==> config.mk <==
export PLATFORM = sky130hd
export DESIGN_NAME = ex_stage_muldiv
export DESIGN_NICKNAME = d
export VERILOG_FILES = /design/src/rtl/ex_stage_muldiv.sv
export SDC_FILE = /design/constraint.sdc
export NUM_CORES = 1
export LEC_CHECK = 0
export ABC_AREA = 1
export BUFFER_PORTS_ARGS = -buffer_cell sky130_fd_sc_hd__buf_2
export CAP_MARGIN = 10
export CORE_MARGIN = 1.5
export CORE_UTILIZATION = 50
export DETAILED_ROUTE_END_ITERATION = 10
export PLACE_DENSITY = 0.74
export SETUP_SLACK_MARGIN = 0.4
export SYNTH_ARGS = -nofsm -noshare
export SYNTH_HDL_FRONTEND = slang
export SYNTH_SLANG_ARGS = --single-unit
==> constraint.sdc <==
create_clock -name clk -period 1.1 [get_ports clk]
set_clock_uncertainty 0.15 [all_clocks]
set_input_delay 0.22 -clock clk [delete_from_list [all_inputs] [get_ports clk]]
set_output_delay 0.22 -clock clk [all_outputs]
set_load 0.01 [all_outputs]
==> src/rtl/ex_stage_muldiv.sv <==
// Purpose: MIPS execute stage. Resolves operand forwarding, selects the destination register, runs a
//          single-cycle ALU, and owns the registered EX/MEM outputs.
// Latency: ALU ops produce a result one cycle after acceptance. MULT/MULTU/DIV/DIVU keep the stage
//          busy for WIDTH cycles and then update HI/LO.
// Backpressure: in_ready = !busy, decoded from state only. While a multiply or divide runs, ID/EX holds.
// Optional feature: define EX_MULDIV_EN to build the iterative multiply/divide unit, HI/LO and its FSM.
//          Without it, ops 8-13 return 0, busy is tied to 0 and in_ready is tied to 1.
// Ports: clk/rst_n; in_valid/in_ready handshake; reg_read1/reg_read2/immediate operands;
//        wb_write_data/mem_alu_result forwarding sources; rt/rd/reg_dst destination select;
//        alu_op/forward_a/forward_b/alu_src control; out_valid/alu_result/write_data_out/rd_out EX/MEM
//        register; busy.
module ex_stage_muldiv #(
    parameter int WIDTH   = 32,
    parameter int RADDR_W = 5
) (
    input  logic               clk,
    input  logic               rst_n,
    input  logic               in_valid,
    output logic               in_ready,
    input  logic [WIDTH-1:0]   reg_read1,
    input  logic [WIDTH-1:0]   reg_read2,
    input  logic [WIDTH-1:0]   immediate,
    input  logic [WIDTH-1:0]   wb_write_data,
    input  logic [WIDTH-1:0]   mem_alu_result,
    input  logic [RADDR_W-1:0] rt,
    input  logic [RADDR_W-1:0] rd,
    input  logic [3:0]         alu_op,
    input  logic [1:0]         forward_a,
    input  logic [1:0]         forward_b,
    input  logic [1:0]         reg_dst,
    input  logic               alu_src,
    output logic               out_valid,
    output logic [WIDTH-1:0]   alu_result,
    output logic [WIDTH-1:0]   write_data_out,
    output logic [RADDR_W-1:0] rd_out,
    output logic               busy
);

    localparam int SHW = $clog2(WIDTH);

    localparam logic [3:0] OP_ADD  = 4'd0;
    localparam logic [3:0] OP_SUB  = 4'd1;
    localparam logic [3:0] OP_AND  = 4'd2;
    localparam logic [3:0] OP_OR   = 4'd3;
    localparam logic [3:0] OP_XOR  = 4'd4;
    localparam logic [3:0] OP_NOR  = 4'd5;
    localparam logic [3:0] OP_SLT  = 4'd6;
    localparam logic [3:0] OP_SLLV = 4'd7;
`ifdef EX_MULDIV_EN
    localparam logic [3:0] OP_MFHI = 4'd12;
    localparam logic [3:0] OP_MFLO = 4'd13;
`endif

    logic               accept;
    logic               is_muldiv;
    logic [WIDTH-1:0]   op_a;
    logic [WIDTH-1:0]   rt_fwd;
    logic [WIDTH-1:0]   op_b;
    logic [WIDTH-1:0]   alu_res;
    logic [RADDR_W-1:0] dest;

    logic               out_valid_q, out_valid_d;
    logic [WIDTH-1:0]   alu_result_q, alu_result_d;
    logic [WIDTH-1:0]   write_data_out_q, write_data_out_d;
    logic [RADDR_W-1:0] rd_out_q, rd_out_d;

    assign accept = in_valid & in_ready;

    // Forwarding is applied to rt before the immediate select, so store data always carries the forwarded rt.
    always_comb begin
        op_a   = reg_read1;
        rt_fwd = reg_read2;
        case (forward_a)
            2'b01:   op_a = wb_write_data;
            2'b10:   op_a = mem_alu_result;
            default: op_a = reg_read1;
        endcase
        case (forward_b)
            2'b01:   rt_fwd = wb_write_data;
            2'b10:   rt_fwd = mem_alu_result;
            default: rt_fwd = reg_read2;
        endcase
        op_b = alu_src ? immediate : rt_fwd;
    end

    always_comb begin
        case (reg_dst)
            2'b01:   dest = rd;
            2'b10:   dest = RADDR_W'(31);
            default: dest = rt;
        endcase
    end

`ifdef EX_MULDIV_EN
    typedef enum logic {S_IDLE, S_RUN} state_t;
    localparam int CW = $clog2(WIDTH) + 1;

    state_t             state_q, state_d;
    logic [CW-1:0]      cnt_q, cnt_d;
    logic [WIDTH-1:0]   hi_q, hi_d, lo_q, lo_d;
    // Multiply: acc = running product, opa = multiplicand shifted left, opb = multiplier shifted right.
    // Divide:   acc = {remainder, dividend/quotient}, opa[WIDTH-1:0] = divisor magnitude.
    logic [2*WIDTH-1:0] acc_q, acc_d, opa_q, opa_d, acc_step, prod;
    logic [WIDTH-1:0]   opb_q, opb_d, dvd_q, dvd_d, mag_a, mag_b, quo, rem;
    logic               is_div_q, is_div_d, neg_q, neg_d, neg_rem_q, neg_rem_d, dz_q, dz_d;
    logic               sgn;
    logic [WIDTH:0]     trial, diff;

    assign is_muldiv = (alu_op[3:2] == 2'b10);
    assign sgn       = !alu_op[0];
    assign busy      = (state_q == S_RUN);
    assign in_ready  = !busy;
    assign mag_a     = (sgn && op_a[WIDTH-1]) ? -op_a : op_a;
    assign mag_b     = (sgn && op_b[WIDTH-1]) ? -op_b : op_b;

    // One shift-add or one restoring-divide step per cycle.
    always_comb begin
        trial = acc_q[2*WIDTH-1:WIDTH-1];
        diff  = trial - {1'b0, opa_q[WIDTH-1:0]};
        if (is_div_q) begin
            if (!diff[WIDTH]) acc_step = {diff[WIDTH-1:0], acc_q[WIDTH-2:0], 1'b1};
            else              acc_step = {acc_q[2*WIDTH-2:0], 1'b0};
        end else begin
            acc_step = acc_q + (opb_q[0] ? opa_q : '0);
        end
        prod = neg_q ? -acc_step : acc_step;
        quo  = neg_q ? -acc_step[WIDTH-1:0] : acc_step[WIDTH-1:0];
        rem  = neg_rem_q ? -acc_step[2*WIDTH-1:WIDTH] : acc_step[2*WIDTH-1:WIDTH];
    end

    always_comb begin
        state_d   = state_q;
        cnt_d     = cnt_q;
        hi_d      = hi_q;
        lo_d      = lo_q;
        acc_d     = acc_q;
        opa_d     = opa_q;
        opb_d     = opb_q;
        dvd_d     = dvd_q;
        is_div_d  = is_div_q;
        neg_d     = neg_q;
        neg_rem_d = neg_rem_q;
        dz_d      = dz_q;
        if (state_q == S_IDLE) begin
            if (accept && is_muldiv) begin
                state_d   = S_RUN;
                cnt_d     = CW'(WIDTH);
                is_div_d  = alu_op[1];
                neg_d     = sgn && (op_a[WIDTH-1] ^ op_b[WIDTH-1]);
                neg_rem_d = sgn && op_a[WIDTH-1];
                dz_d      = (op_b == '0);
                dvd_d     = op_a;
                opb_d     = mag_b;
                if (alu_op[1]) begin
                    acc_d = {{WIDTH{1'b0}}, mag_a};
                    opa_d = {{WIDTH{1'b0}}, mag_b};
                end else begin
                    acc_d = '0;
                    opa_d = {{WIDTH{1'b0}}, mag_a};
                end
            end
        end else begin
            cnt_d = cnt_q - 1'b1;
            acc_d = acc_step;
            opa_d = is_div_q ? opa_q : (opa_q << 1);
            opb_d = opb_q >> 1;
            if (cnt_q == CW'(1)) begin
                state_d = S_IDLE;
                if (!is_div_q) begin
                    hi_d = prod[2*WIDTH-1:WIDTH];
                    lo_d = prod[WIDTH-1:0];
                end else if (dz_q) begin
                    hi_d = dvd_q;
                    lo_d = '1;
                end else begin
                    hi_d = rem;
                    lo_d = quo;
                end
            end
        end
    end

    always_ff @(posedge clk or negedge rst_n) begin
        if (!rst_n) begin
            state_q   <= S_IDLE;
            cnt_q     <= '0;
            hi_q      <= '0;
            lo_q      <= '0;
            acc_q     <= '0;
            opa_q     <= '0;
            opb_q     <= '0;
            dvd_q     <= '0;
            is_div_q  <= 1'b0;
            neg_q     <= 1'b0;
            neg_rem_q <= 1'b0;
            dz_q      <= 1'b0;
        end else begin
            state_q   <= state_d;
            cnt_q     <= cnt_d;
            hi_q      <= hi_d;
            lo_q      <= lo_d;
            acc_q     <= acc_d;
            opa_q     <= opa_d;
            opb_q     <= opb_d;
            dvd_q     <= dvd_d;
            is_div_q  <= is_div_d;
            neg_q     <= neg_d;
            neg_rem_q <= neg_rem_d;
            dz_q      <= dz_d;
        end
    end
`else
    assign is_muldiv = 1'b0;
    assign busy      = 1'b0;
    assign in_ready  = 1'b1;
`endif

    always_comb begin
        alu_res = '0;
        case (alu_op)
            OP_ADD:  alu_res = op_a + op_b;
            OP_SUB:  alu_res = op_a - op_b;
            OP_AND:  alu_res = op_a & op_b;
            OP_OR:   alu_res = op_a | op_b;
            OP_XOR:  alu_res = op_a ^ op_b;
            OP_NOR:  alu_res = ~(op_a | op_b);
            OP_SLT:  alu_res = {{(WIDTH-1){1'b0}}, ($signed(op_a) < $signed(op_b))};
            OP_SLLV: alu_res = op_b << op_a[SHW-1:0];
`ifdef EX_MULDIV_EN
            OP_MFHI: alu_res = hi_q;
            OP_MFLO: alu_res = lo_q;
`endif
            default: alu_res = '0;
        endcase
    end

    // A mul/div writes a harmless bubble (result 0 to $0) so no register write happens downstream.
    always_comb begin
        out_valid_d      = accept;
        alu_result_d     = alu_result_q;
        write_data_out_d = write_data_out_q;
        rd_out_d         = rd_out_q;
        if (accept) begin
            alu_result_d     = is_muldiv ? '0 : alu_res;
            write_data_out_d = rt_fwd;
            rd_out_d         = is_muldiv ? '0 : dest;
        end
    end

    always_ff @(posedge clk or negedge rst_n) begin
        if (!rst_n) begin
            out_valid_q      <= 1'b0;
            alu_result_q     <= '0;
            write_data_out_q <= '0;
            rd_out_q         <= '0;
        end else begin
            out_valid_q      <= out_valid_d;
            alu_result_q     <= alu_result_d;
            write_data_out_q <= write_data_out_d;
            rd_out_q         <= rd_out_d;
        end
    end

    assign out_valid      = out_valid_q;
    assign alu_result     = alu_result_q;
    assign write_data_out = write_data_out_q;
    assign rd_out         = rd_out_q;

endmodule

==> flow_summary_export.csv, run 1 <==
group,metric,value,unit
synthesis,syn_inst,2201,
synthesis,yosysTopAreaCell,"nand2_1",
placement,dp.final_hpwl,54.4,mm
status,haltStage,"5_1_grt",
clock_tree,clockRootBuffer,"clkbuf_16",
synthesis,synth_most_common_cell,"nand2_1",
floorplan,fp-row-count,57,
synthesis,synth_edf_count,0,
floorplan,die_y,160,um
synthesis,synth_common_cells,"nand2_1, nand3_1, inv_1, nor2_1, ha_1",
synthesis,ys_ff_latch,70,
synthesis,synth-main-ff-cell,"dfrtp_1",
placement,place_congestion,1.09,
floorplan,ios,256,
synthesis,synthArstFlopShare,100,%
placement,place.port_buffers,253,
synthesis,syn-mean-instance-area,5.63,sq um
global_route,grt_overflow,132,
synthesis,yosysSeqAreaShare,14.1,%
synthesis,synth_warnings,0,
status,status,"stopped before the end",
global_route,grt_max_degree,36,
placement,place_ws,-2.70,ns
synthesis,yosysTopAreaCellShare,21.5,%
clock_tree,htreeDepth,3,
clock_tree,clock_path_buffers,2,
floorplan,die_x,160,um
floorplan,initial_core_util,51.0,%
synthesis,synthTopCellsByArea,"nand2_1, nand3_1, dfrtp_1",
synthesis,netlist_area,12400,sq um
synthesis,synth_cell_types,49,
synthesis,synth_fp_nets,2493,
global_route,grt_usage,83.0,%
placement,dp.cells,3217,
status,firstError,"[ERROR GRT-0232] Routing congestion too high. Check the congestion heatmap in the GUI.",
clock_tree,cts.sinks,70,
clock_tree,cts_inserted_buffers,9,
[logic make-up after synthesis]
kind of cell / share of synthesized area (%)
XOR/XNOR: 0.0707
flip-flops: 14.1
other: 0.0606
buffers and inverters: 12.0
adder cells (fa/ha/maj): 11.0
AO/OA/AOI/OAI: 16.2
AND/OR/NAND/NOR: 46.5
[routing by layer]
layer,track usage [%],GRT overflow
met2,98.1,73
met3,69.6,1
met5,37.1,0
met1,81.2,3
met4,87.1,55
[timing repair]
action                                  4_1_cts
setup buffers                                56
endpoints found under the setup margin      139
resized for setup                           390
gates cloned                                  3
hold endpoints to repair                     75
pin swaps                                   113
[metrics by stage]
step / cell area [sq um] / hold slack, ns
after floorplan: 13700 / -0.226
after global placement: 18800 / -0.0154
after detailed placement: 18800 / -0.0128
after CTS: 21000 / -0.388
==> run 2: changes to the inputs <==
--- a/config.mk
+++ b/config.mk
@@ -9,10 +9,9 @@
 export BUFFER_PORTS_ARGS = -buffer_cell sky130_fd_sc_hd__buf_2
 export CAP_MARGIN = 10
 export CORE_MARGIN = 1.5
-export CORE_UTILIZATION = 50
+export CORE_UTILIZATION = 35
 export DETAILED_ROUTE_END_ITERATION = 10
-export PLACE_DENSITY = 0.74
-export SETUP_SLACK_MARGIN = 0.4
+export PLACE_DENSITY_LB_ADDON = 0.15
 export SYNTH_ARGS = -nofsm -noshare
 export SYNTH_HDL_FRONTEND = slang
 export SYNTH_SLANG_ARGS = --single-unit
==> run 2 against run 1 <==
The flow now finishes, with violations (setup timing). Synthesized cell count did not move. Synthesized area is the same.
==> flow_summary_export.csv, run 2 <==
group,metric,value,unit
floorplan,initial_core_util,35.7,%
finish,nets,3455,
synthesis,ys_ff_latch,70,
synthesis,synth-simple-area-share,46.5,%
route,wl_per_cell,21.9,um
setup_path,end_kind,"flip-flop",
synthesis,yosysSeqAreaShare,14.1,%
global_route,grt_pass1_vias,19400,
synthesis,netlist_area,12400,sq um
placement,dp.cells,3420,
synthesis,syn-mean-instance-area,5.63,sq um
placement,dp.final_hpwl,59.0,mm
sta,rsz0062_at_grt,"true",
power,vdd_drop_max,859,uV
synthesis,synth_cell_types,49,
sta,finalCritPeriodShare,291,%
sta,min_period,3.20,ns
global_route,grt_max_degree,36,
synthesis,syn_inst,2201,
clock_tree,cts_tree,"done",
sta,finalMaxSlewViolations,0,
finish,multi_input_area,12700,sq um
synthesis,synth_top_family_by_area,"simple AND/OR/NAND/NOR gates",
synthesis,synthArstFlopShare,100,%
setup_path,cp_max_fo,7,
synthesis,synth_fp_nets,2493,
route,firstDrtPassIters,6,
synthesis,synth-main-ff-cell,"dfrtp_1",
synthesis,synth_edf_count,0,
route,vias,20400,
route,drc,0,
floorplan,die_y,191,um
finish,final_common_cell,"buf_4",
finish,regArea,1760,sq um
floorplan,ios,256,
global_route,grt_pass1_wl,111,mm
finish,fillCellCount,2763,
sta,fmax,312,MHz
synthesis,yosysTopAreaCellShare,21.5,%
synthesis,synth_common_cells,"nand2_1, nand3_1, inv_1, nor2_1, ha_1",
setup_path,worstSetupPathType,"input pin to flip-flop",
global_route,grt_overflow,0,
sta,whs,0.0450,ns
finish,stdcell_count,3626,
synthesis,synth-xor-area-share,0.0707,%
job,max_cap_viol_count,0,
finish,area_delta_synth_final,103,%
setup_path,start_kind,"input pin",
setup_path,cp.required,1.21,ns
clock_tree,clock_path_buffers,2,
setup_path,critical_path_arrival,3.32,ns
sta,fin_ws,-2.10,ns
clock_tree,cts.sinks,70,
clock_tree,cts.reportedPaths.clkPinSlew,0.07,ns
clock_tree,clkLatencyLatePin,0.37,ns
synthesis,synth_most_common_cell,"nand2_1",
route,ant_nets,0,
clock_tree,htreeDepth,3,
synthesis,synth_compound_area_share,16.2,%
route,wl,79.4,mm
sta,setup_violations,133,
power,total_leakage_power,0.0128,uW
synthesis,muxShareOfSynthArea,0,%
clock_tree,clockRootBuffer,"clkbuf_16",
floorplan,dieArea,36500,sq um
route,via_per_inst,5.64,
floorplan,core_region_area,34700,sq um
placement,place_congestion,1.05,
placement,place.port_buffers,253,
finish,layout.cells.most_common_list,"buf_4, nand2_1, nand3_1",
sta,final_hold_viol_count,0,
status,violations,"setup timing",
synthesis,yosysTopAreaCell,"nand2_1",
power,powerDensity,1210,nW/um^2
floorplan,die_x,191,um
synthesis,synthTopCellsByArea,"nand2_1, nand3_1, dfrtp_1",
clock_tree,cts_inserted_buffers,9,
global_route,antenna_found_initial,3,
route,drtIter0Drc,1894,
min_path,min_path_type,"input pin to flip-flop",
synthesis,synth_warnings,0,
global_route,grt_usage,40.5,%
finish,drive_gt1_share,57.3,%
synthesis,synthAdderAreaFrac,11.0,%
floorplan,fp-row-count,68,
status,status,"complete, but fails checks",
-- run 2: cell counts after synthesis --
No cell type changed its count.
-- run 2: layer usage --
metal | wire [um] | global-route usage (%) | vias to the layer above
met4 | 4750 | 19.4 | 0
met2 | 36000 | 66.2 | 1217
li1 | - | - | 9231
met1 | 31500 | 51.7 | 9698
met5 | 0 | 0 | -
met3 | 7110 | 6.72 | 297
-- run 2: what timing repair did --
action	in CTS	in global routing
cloned	9	2
endpoints found under the setup margin	129	134
pin swaps	195	257
resized for setup	549	391
hold buffers	6	0
hold endpoints to repair	75	0
buffers inserted	101	89
-- run 2: area by class of cell --
type	count	area share, %
inverter	247	4.06
antenna	3	0.0299
sequential	70	6.98
clock inverter	6	0.373
timing repair buffer	1060	34.4
timing repair inverter	6	0.274
tap	455	2.26
clock buffer	10	0.910
multi-input combinational	1769	50.7
-- run 2: path summary, 6_finish.rpt --
check                                         from            endpoint  slack (ns)  cells after the start
worst min register to register      alu_result[26]      alu_result[26]        0.32                      2
max in group asynchronous                    rst_n      alu_result[27]        0.26                      3
min in group asynchronous                    rst_n           out_valid        0.07                      2
worst max register to register  write_data_out[31]  write_data_out[31]        0.13                      3
worst max-delay path                  forward_a[1]      alu_result[31]       -2.10                     24
worst min-delay path                  reg_read2[0]   write_data_out[0]        0.05                      4
-- run 2: stage by stage --
| stage | total power (uW) | instance area, sq um | util, % | setup WS [ns] | setup TNS, ns |
|---|---|---|---|---|---|
| 3_3_place_gp | 20000 | 19700 | 56.7 | -2.99 | -96.78 |
| 6_report | 30500 | 25100 | 72.4 | -2.10 | -77.67 |
| 2_1_floorplan | 12000 | 13700 | - | -1.80 | -58.33 |
| 3_5_place_dp | 20100 | 19700 | 56.7 | -2.98 | -98.90 |
| 4_1_cts | 27200 | 23000 | 66.3 | -2.09 | -74.35 |
| 5_1_grt | 31900 | 25100 | 72.4 | -2.18 | -81.96 |
-- run 2: kinds of logic (layout without fill, tap and decap cells) --
group | after synthesis | in the layout
and+or+nand+nor | 1335 | 1335
buffers and inverters | 362 | 1329
AOI/OAI and AO/OA | 323 | 323
adders and majority gates | 108 | 108
DFF | 70 | 70
other | 2 | 5
xor gates and xnor gates | 1 | 1
-- run 2: critical path, cell delays in order --
cell     delay [ns]
buf_12         0.11
ha_4           0.27
buf_6          0.14
buf_12         0.12
a221o_1        0.30
o21ai_4        0.14
inv_2          0.10
ha_4           0.28
buf_6          0.13
nand2_4        0.09
inv_2          0.06
a21oi_4        0.18
nand2_4        0.10
nand2_2        0.10
nand2_4        0.06
buf_6          0.13
nand2_2        0.09
nand3_2        0.08
nand2_2        0.09
nor2_4         0.05
nor2_4         0.11
nand4_1        0.14
nand2_1        0.13
nand2_1        0.07
-- run 2: power by group --
| group | leakage, uW | switching [uW] | internal (uW) |
|---|---|---|---|
| combinational | 0.0118 | 12700 | 11000 |
| clock | 0.000153 | 1540 | 2010 |
| sequential | 0.000885 | 333 | 2960 |
(Power assumes the default switching activity.)
